<file path="config.mk">
export PLATFORM = sky130hd
export DESIGN_NAME = wishbone_bus_if
export DESIGN_NICKNAME = d
export VERILOG_FILES = /design/src/rtl/wishbone_bus_if_pkg.sv /design/src/rtl/wb_timeout_cnt.sv /design/src/rtl/wishbone_bus_if.sv
export SDC_FILE = /design/constraint.sdc
export NUM_CORES = 1
export LEC_CHECK = 0
export BUFFER_PORTS_ARGS = -buffer_cell sky130_fd_sc_hd__buf_2
export CORE_MARGIN = 3
export CORE_UTILIZATION = 39
export CTS_CLUSTER_SIZE = 28
export DETAILED_ROUTE_END_ITERATION = 16
export HOLD_SLACK_MARGIN = 0.15
export PLACE_DENSITY = 0.76
export REMOVE_ABC_BUFFERS = 1
export SLEW_MARGIN = 20
export SYNTH_ARGS = -nofsm -noshare
export SYNTH_HDL_FRONTEND = slang
export SYNTH_HIERARCHICAL = 1
export SYNTH_SLANG_ARGS = --single-unit
</file>
<file path="constraint.sdc">
create_clock -name clk -period 1.8 [get_ports clk]
set_clock_uncertainty 0.2 [all_clocks]
set_input_delay 0.18 -clock clk [delete_from_list [all_inputs] [get_ports clk]]
set_output_delay 0.18 -clock clk [all_outputs]
set_load 0.1 [all_outputs]
</file>
<file path="src/rtl/wishbone_bus_if_pkg.sv">
// Shared definitions for the OpenMIPS Wishbone bridge: bus constants, FSM encoding
// and the registered bus-request record.
package wishbone_bus_if_pkg;

    localparam int          RegBus      = 32;
    localparam logic [31:0] ZeroWord    = 32'h0000_0000;
    localparam logic        WriteEnable = 1'b1;
    localparam logic        ChipEnable  = 1'b1;

    typedef enum logic [1:0] {
        WB_IDLE           = 2'b00,
        WB_BUSY           = 2'b01,
        WB_WAIT_FOR_STALL = 2'b11
    } wb_state_e;

    typedef struct packed {
        logic [RegBus-1:0] addr;
        logic [RegBus-1:0] data;
        logic              we;
        logic [3:0]        sel;
    } wb_req_t;

    localparam wb_req_t WB_REQ_IDLE = '{addr: ZeroWord, data: ZeroWord, we: 1'b0, sel: 4'b0000};

endpackage

</file>
<file path="src/rtl/wb_timeout_cnt.sv">
// Bus-cycle watchdog: counts BUSY cycles; expired is high on the MAX_CYCLES-th one.
module wb_timeout_cnt #(
    parameter int MAX_CYCLES = 255
) (
    input  logic clk,
    input  logic rst,
    input  logic load,
    input  logic enable,
    output logic expired
);
    localparam int CW = $clog2(MAX_CYCLES + 1);

    logic [CW-1:0] cnt;

    assign expired = (cnt == CW'(MAX_CYCLES - 1));

    always_ff @(posedge clk) begin
        if (rst || load) begin
            cnt <= '0;
        end else if (enable && !expired) begin
            cnt <= cnt + 1'b1;
        end
    end

endmodule

</file>
<file path="src/rtl/wishbone_bus_if.sv">
// Wishbone B4 classic master bridge for one OpenMIPS memory port.
// Optional bus watchdog and bus_err_o port enabled by defining WB_TIMEOUT_EN.
module wishbone_bus_if
    import wishbone_bus_if_pkg::*;
#(
    parameter int TIMEOUT_CYCLES = 255
) (
    input  logic              clk,
    input  logic              rst,
    input  logic [5:0]        stall_i,
    input  logic              flush_i,
    input  logic              cpu_ce_i,
    input  logic [RegBus-1:0] cpu_data_i,
    input  logic [RegBus-1:0] cpu_addr_i,
    input  logic              cpu_we_i,
    input  logic [3:0]        cpu_sel_i,
    output logic [RegBus-1:0] cpu_data_o,
    output logic              stallreq,
    input  logic [RegBus-1:0] wishbone_data_i,
    input  logic              wishbone_ack_i,
    output logic [RegBus-1:0] wishbone_addr_o,
    output logic [RegBus-1:0] wishbone_data_o,
    output logic              wishbone_we_o,
    output logic [3:0]        wishbone_sel_o,
    output logic              wishbone_stb_o,
`ifdef WB_TIMEOUT_EN
    output logic              bus_err_o,
`endif
    output logic              wishbone_cyc_o
);

    wb_state_e         state, state_nxt;
    wb_req_t           req_q;
    logic              cyc_q;
    logic [RegBus-1:0] rd_buf;
    logic              start, ack_now, timeout_hit, is_read;

    assign start   = (cpu_ce_i == ChipEnable) && !flush_i;
    assign is_read = (cpu_we_i != WriteEnable);
    assign ack_now = (state == WB_BUSY) && wishbone_ack_i && !flush_i;

`ifdef WB_TIMEOUT_EN
    logic cnt_expired;

    wb_timeout_cnt #(.MAX_CYCLES(TIMEOUT_CYCLES)) u_timeout (
        .clk     (clk),
        .rst     (rst),
        .load    ((state == WB_IDLE) && start),
        .enable  (state == WB_BUSY),
        .expired (cnt_expired)
    );

    // An ack landing on the expiry cycle still completes the access normally.
    assign timeout_hit = (state == WB_BUSY) && cnt_expired && !wishbone_ack_i && !flush_i;

    always_ff @(posedge clk) begin
        if (rst) bus_err_o <= 1'b0;
        else     bus_err_o <= timeout_hit;
    end
`else
    assign timeout_hit = 1'b0;
`endif

    always_comb begin
        state_nxt  = state;
        stallreq   = 1'b0;
        cpu_data_o = ZeroWord;
        case (state)
            WB_IDLE: begin
                stallreq = start;
                if (start) state_nxt = WB_BUSY;
            end
            WB_BUSY: begin
                if (flush_i) begin
                    state_nxt = WB_IDLE;
                end else if (ack_now || timeout_hit) begin
                    state_nxt = (stall_i != 6'd0) ? WB_WAIT_FOR_STALL : WB_IDLE;
                    if (ack_now && is_read) cpu_data_o = wishbone_data_i;
                end else begin
                    stallreq = 1'b1;
                end
            end
            WB_WAIT_FOR_STALL: begin
                cpu_data_o = rd_buf;
                if (flush_i || stall_i == 6'd0) state_nxt = WB_IDLE;
            end
            default: state_nxt = WB_IDLE;
        endcase
    end

    // stb and cyc share one flop so they can never disagree.
    always_ff @(posedge clk) begin
        if (rst) begin
            state  <= WB_IDLE;
            req_q  <= WB_REQ_IDLE;
            cyc_q  <= 1'b0;
            rd_buf <= ZeroWord;
        end else begin
            state <= state_nxt;
            case (state)
                WB_IDLE: begin
                    if (start) begin
                        req_q  <= '{addr: cpu_addr_i, data: cpu_data_i, we: cpu_we_i, sel: cpu_sel_i};
                        cyc_q  <= 1'b1;
                        rd_buf <= ZeroWord;
                    end
                end
                WB_BUSY: begin
                    if (flush_i) begin
                        req_q  <= WB_REQ_IDLE;
                        cyc_q  <= 1'b0;
                        rd_buf <= ZeroWord;
                    end else if (ack_now || timeout_hit) begin
                        req_q <= WB_REQ_IDLE;
                        cyc_q <= 1'b0;
                        if (ack_now && is_read) rd_buf <= wishbone_data_i;
                    end
                end
                WB_WAIT_FOR_STALL: begin
                    if (flush_i) rd_buf <= ZeroWord;
                end
                default: ;
            endcase
        end
    end

    assign wishbone_addr_o = req_q.addr;
    assign wishbone_data_o = req_q.data;
    assign wishbone_we_o   = req_q.we;
    assign wishbone_sel_o  = req_q.sel;
    assign wishbone_stb_o  = cyc_q;
    assign wishbone_cyc_o  = cyc_q;

endmodule

</file>
Yosys cells after proc, flatten, opt, wreduce, memory -nomap -nowiden
Cells that the tools add are included.
{"block": "totals", "input_bits": 112, "wordCells": 56, "register_bits": 104}
{"block": "classes", "n_mux": 27, "n_bitwise": 1, "n_reduce_logical": 14, "eq_ne": 7}
{"cell": "32-bit 2-to-1 mux", "count": 8}
{"cell": "69-bit 2-to-1 mux", "count": 3}
{"cell": "69-bit case mux with 2 select lines", "count": 1}
{"cell": "32-bit case mux with 3 select lines", "count": 1}
{"cell": "32-bit case mux with 2 select lines", "count": 1}
{"cell": "2-bit 2-to-1 mux", "count": 5}
{"cell": "6-bit zero test", "count": 1}
{"cell": "2-bit != test (second input constant)", "count": 3}
{"cell": "2-bit case mux with 3 select lines", "count": 1}
{"cell": "3-bit AND reduction", "count": 2}
{"cell": "6-bit nonzero test", "count": 1}
{"cell": "1-bit 2-to-1 mux", "count": 5}
{"cell": "5-bit AND reduction", "count": 1}
{"cell": "1-bit logical AND", "count": 4}
{"cell": "1-bit case mux with 2 select lines", "count": 2}
{"cell": "3-bit by 2-bit != test with 1-bit output (second input constant)", "count": 1}
{"cell": "3-bit != test (second input constant)", "count": 1}
{"cell": "3-bit nonzero test", "count": 1}
{"cell": "2-bit by 1-bit equality test with 1-bit output (second input constant)", "count": 1}
{"cell": "2-bit equality test (second input constant)", "count": 1}
{"cell": "2-bit zero test", "count": 1}
{"cell": "2-bit nonzero test", "count": 1}
{"cell": "1-bit zero test", "count": 1}
{"cell": "1-bit logical OR", "count": 1}
{"cell": "1-bit NOT", "count": 1}

Logic depth before layout (Yosys ltp)
{"block": "depth", "word_depth": 8, "ltp_mapped": 6}

Worst setup path before layout
Ideal clock, no wire load.
{"block": "synth_timing", "path_kind": "reg-to-output", "from": "reg state[0]", "to": "out cpu_data_o[0]", "path_slack_ps": -594, "required_time_ps": 1420, "arrival_time_ps": 2014, "path_stages_with_launch": 6, "path_cell_list": "dfxtp_1 -> buf_4 -> or3b_4 -> nor3_4 -> buf_2 -> a22o_1"}
{"block": "synth_between", "elab_chain_cells": 8, "word_cells_on_any_way": 9}
{"item": "start, declared", "line_no": "wishbone_bus_if.sv:32", "rtl": "wb_state_e state, state_nxt;"}
{"item": "start signal, assigned", "line_no": "wishbone_bus_if.sv:99", "rtl": "state <= state_nxt;"}
{"item": "2-bit by 1-bit equality test with 1-bit output", "line_no": "wishbone_bus_if.sv:40, wishbone_bus_if.sv:68"}
{"item": "1-bit logical AND (2 in series)", "line_no": "wishbone_bus_if.sv:40", "rtl": "assign ack_now = (state == WB_BUSY) && wishbone_ack_i && !flush_i;"}
{"item": "1-bit logical AND", "line_no": "wishbone_bus_if.sv:78", "rtl": "if (ack_now && is_read) cpu_data_o = wishbone_data_i;"}
{"item": "32-bit 2-to-1 mux", "line_no": "wishbone_bus_if.sv:78"}
{"item": "32-bit 2-to-1 mux", "line_no": "wishbone_bus_if.sv:76", "rtl": "end else if (ack_now || timeout_hit) begin"}
{"item": "32-bit 2-to-1 mux", "line_no": "wishbone_bus_if.sv:74", "rtl": "if (flush_i) begin"}
{"item": "32-bit case mux with 2 select lines (*)", "line_no": "wishbone_bus_if.sv:68", "rtl": "case (state)"}
{"item": "end, declared", "line_no": "wishbone_bus_if.sv:17", "rtl": "output logic [RegBus-1:0] cpu_data_o,"}
Mark *: on every way between the ends. The rest lies on a longest branch, timed or not.

Final worst setup path
{"block": "layout_timing", "from": "reg state[1]", "to": "out cpu_data_o[1]"}
The elaborated chain is that of the path after synthesis.

==> results.toml <==
[logic_synthesis]
synth-edff-count = 0
avgSynthCellArea_um2 = 12.67
syn_inst = 290
synth_area_leader_cell = "dfxtp_1"
netlist.area_leader.share = 0.5666
ys_warn_count = 6
ys_types = 25
syn_area_um2 = 3675
yosys-top-cells-area = "dfxtp_1 57%, a22o_1 32%, buf_6 3.1%"
synth_common_cells = "133 x a22o_1, 104 x dfxtp_1, 13 x buf_2, 10 x buf_6"
synth-async-reset-ratio = 0
ys_seq_elements = 104
synth_seq_area_share = 0.5666
ys.flop_type = "dfxtp_1"
yosysMostFrequentCell = "a22o_1"

[timing]
slew_headroom = 0.6427
finalMaxSlewViolations = 0
finalCritPeriodShare = 1.274
tightest_slew_ns = 0.5397
period_minus_slack_ns = 2.294
setup_viol = 135
grt_setup_unrepaired = "true"
hold_viol = 0
setup_slack_ns = -0.4938
max_freq_ghz = 0.4359

[run_status]
outcome = "finished, violations left"
violations = "negative setup slack"

[power]
switchingPower_uw = 1893
power.internal_uw = 3428
total_power_uw = 5321
p_leak_uw = 0.003253
pwr-share-comb = 0.276
p_per_area_nw_per_um2 = 760.9
power_frac_clock = 0.266
pwr-share-seq = 0.458
max-vdd-ir-drop_mv = 0.5083
p_sw_frac = 0.3558

[cts]
cts_buffers = 9
clock_latency_ns = 0.36
clock_sinks = 104
h-tree-depth = 3
root_buffer = "clkbuf_8"
cts.path.max_buffers = 2
path_clk_slew_ns = 0.11
cts_tree = "done"

[global_route]
grt_pass1_vias = 4127
overflow = 0
grt_max_degree = 67
antenna_found_initial = 1
grt_first_pass_wirelength_um = 21940
grtUsageTotal = 0.2662

[route]
drtAntennaViolNets = 0
drt-total-wl_um = 16360
wl_per_cell_um = 21.96
drc_errors = 0
firstDrtPassIters = 4
drtIter0Drc = 196
vias = 4119
viasPerCell = 5.529

[critical_path]
worst-path-max-fanout = 32
path_class = "reg2out"
path_buf_inv = 2
worstPathRequired_ns = 1.42
crit_slowest_cell = "or3b_4"
worst-endpoint-arrival_ns = 1.91
start_kind = "flip-flop"
path_common_cell = "buf_12"
endpoint_kind = "output pin"
path_cells = "or3b_4 -> nor3_4 -> buf_12 -> a22o_1 -> buf_12"
rrSetupSlack_ns = -0.15
critical-path-top-delay-family = "simple AND/OR/NAND/NOR gates"
cpPeakStageDelay_ns = 0.41

[cells_and_area]
register_area_um2 = 2085
fillers = 500
area_growth_pct = 90.30
multi_input_area_um2 = 1419
design_area_um2 = 6993
drive_above_1_share = 0.4387
num-nets-final = 743
finalNonFillerCells = 745

[die]
die_width_um = 103.1
die_h_um = 103.1
initial_core_util = 0.4113
die_area_um2 = 10620
ios = 216
core_area_um2 = 8934
rows = 34

[placed_design]
post-dp-hpwl_um = 7748
dpl_cell_area_um2 = 5369
routabilityCongestion = 0.8023
io_buffer_count = 215
place_inst = 597
dp_slack_ns = -0.08021

[run]
cap_viol_max_count = 0

[hold_path]
min_path_type = "in2reg"
flip-flops by register name (all words and copies together), names as in the netlist:
name and cells:
rd_buf 32, wishbone_addr_o 32, wishbone_data_o 32, wishbone_sel_o 4, state 2, wishbone_cyc_o 1
wishbone_we_o 1
cell families (layout without fill, tap and decap cells):
| logic type | Yosys count | count (layout) | share of synthesized area |
|---|---|---|---|
| buf+inv | 34 | 380 | 0.06196 |
| simple gates | 12 | 12 | 0.03405 |
| flops | 104 | 104 | 0.5666 |
| other cells | 0 | 1 | 0 |
| compound gates | 140 | 140 | 0.3374 |
metrics by stage:
stage	utilization	hold slack, ns	setup TNS, ns
6_report	0.7828	0.2404	-21.31
4_1_cts	0.7499	0.1271	-17.12
3_5_place_dp	0.6010	0.2028	-4.148
5_1_grt	0.7828	0.2466	-29.87
2_1_floorplan	-	0.04907	-204.75
3_3_place_gp	0.6010	0.1966	-2.360
worst reg2reg max path, cell delays in order, from the launching register on:
cell,delay (ns)
dfxtp_2,0.34
buf_4,0.13
buf_8,0.12
nor4b_4,0.26
buf_4,0.17
a311oi_4,0.06
buf_6,0.17
buf_12,0.14
a22o_1,0.24
final timing paths:
| check | from | endpoint | cells after the start |
|---|---|---|---|
| max | state[1] | cpu_data_o[1] | 5 |
| min | cpu_we_i | rd_buf[16] | 4 |
| max reg2reg | state[0] | wishbone_data_o[10] | 8 |
| min reg2reg | wishbone_addr_o[8] | wishbone_addr_o[8] | 1 |
layer usage:
metal / GRT usage / up-vias / wire length [um]
li1: - / 1827 / -
met5: 0 / - / 0
met2: 0.4618 / 278 / 8164
met4: 0.09761 / 0 / 489
met3: 0.08322 / 47 / 1849
met1: 0.3075 / 1967 / 5858
cell type report:
type	instances	area share
antenna	1	0.0003578
clock buffer	9	0.01771
clock inverter	7	0.009483
inverter	4	0.002147
multi-input combinational	152	0.2029
sequential	104	0.2981
tap	108	0.01932
timing repair buffer	360	0.4500
power groups by stage:
stage                     registers, uW  clock network, uW  logic, uW
after global routing               2450               1540       1510
final                              2440               1410       1470
after global placement             2470                  0       1120
after floorplan                    3050                  0        214
after CTS                          2430               1430       1350
after detailed placement           2480                  0       1130
what timing repair did:
action | 4_1_cts | 5_1_grt
gates cloned | 2 | 9
pin swaps | 2 | 19
hold buffers | 106 | 4
gates resized for setup | 4 | 21
endpoints found under the hold margin | 103 | 2
endpoints found under the setup margin | 102 | 117
buffers inserted | 3 | 9
placed cells by master (no fill, tap or decap), types with 4 or more instances in the layout:
cell	synthesis	final
clkbuf_16	0	4
buf_12	0	41
dfxtp_1	104	102
dlygate4sd3_1	0	110
clkbuf_8	0	9
a22o_1	133	130
buf_2	13	182
buf_6	10	7
inv_1	4	4
buf_4	2	14
(Power assumes the default switching activity.)
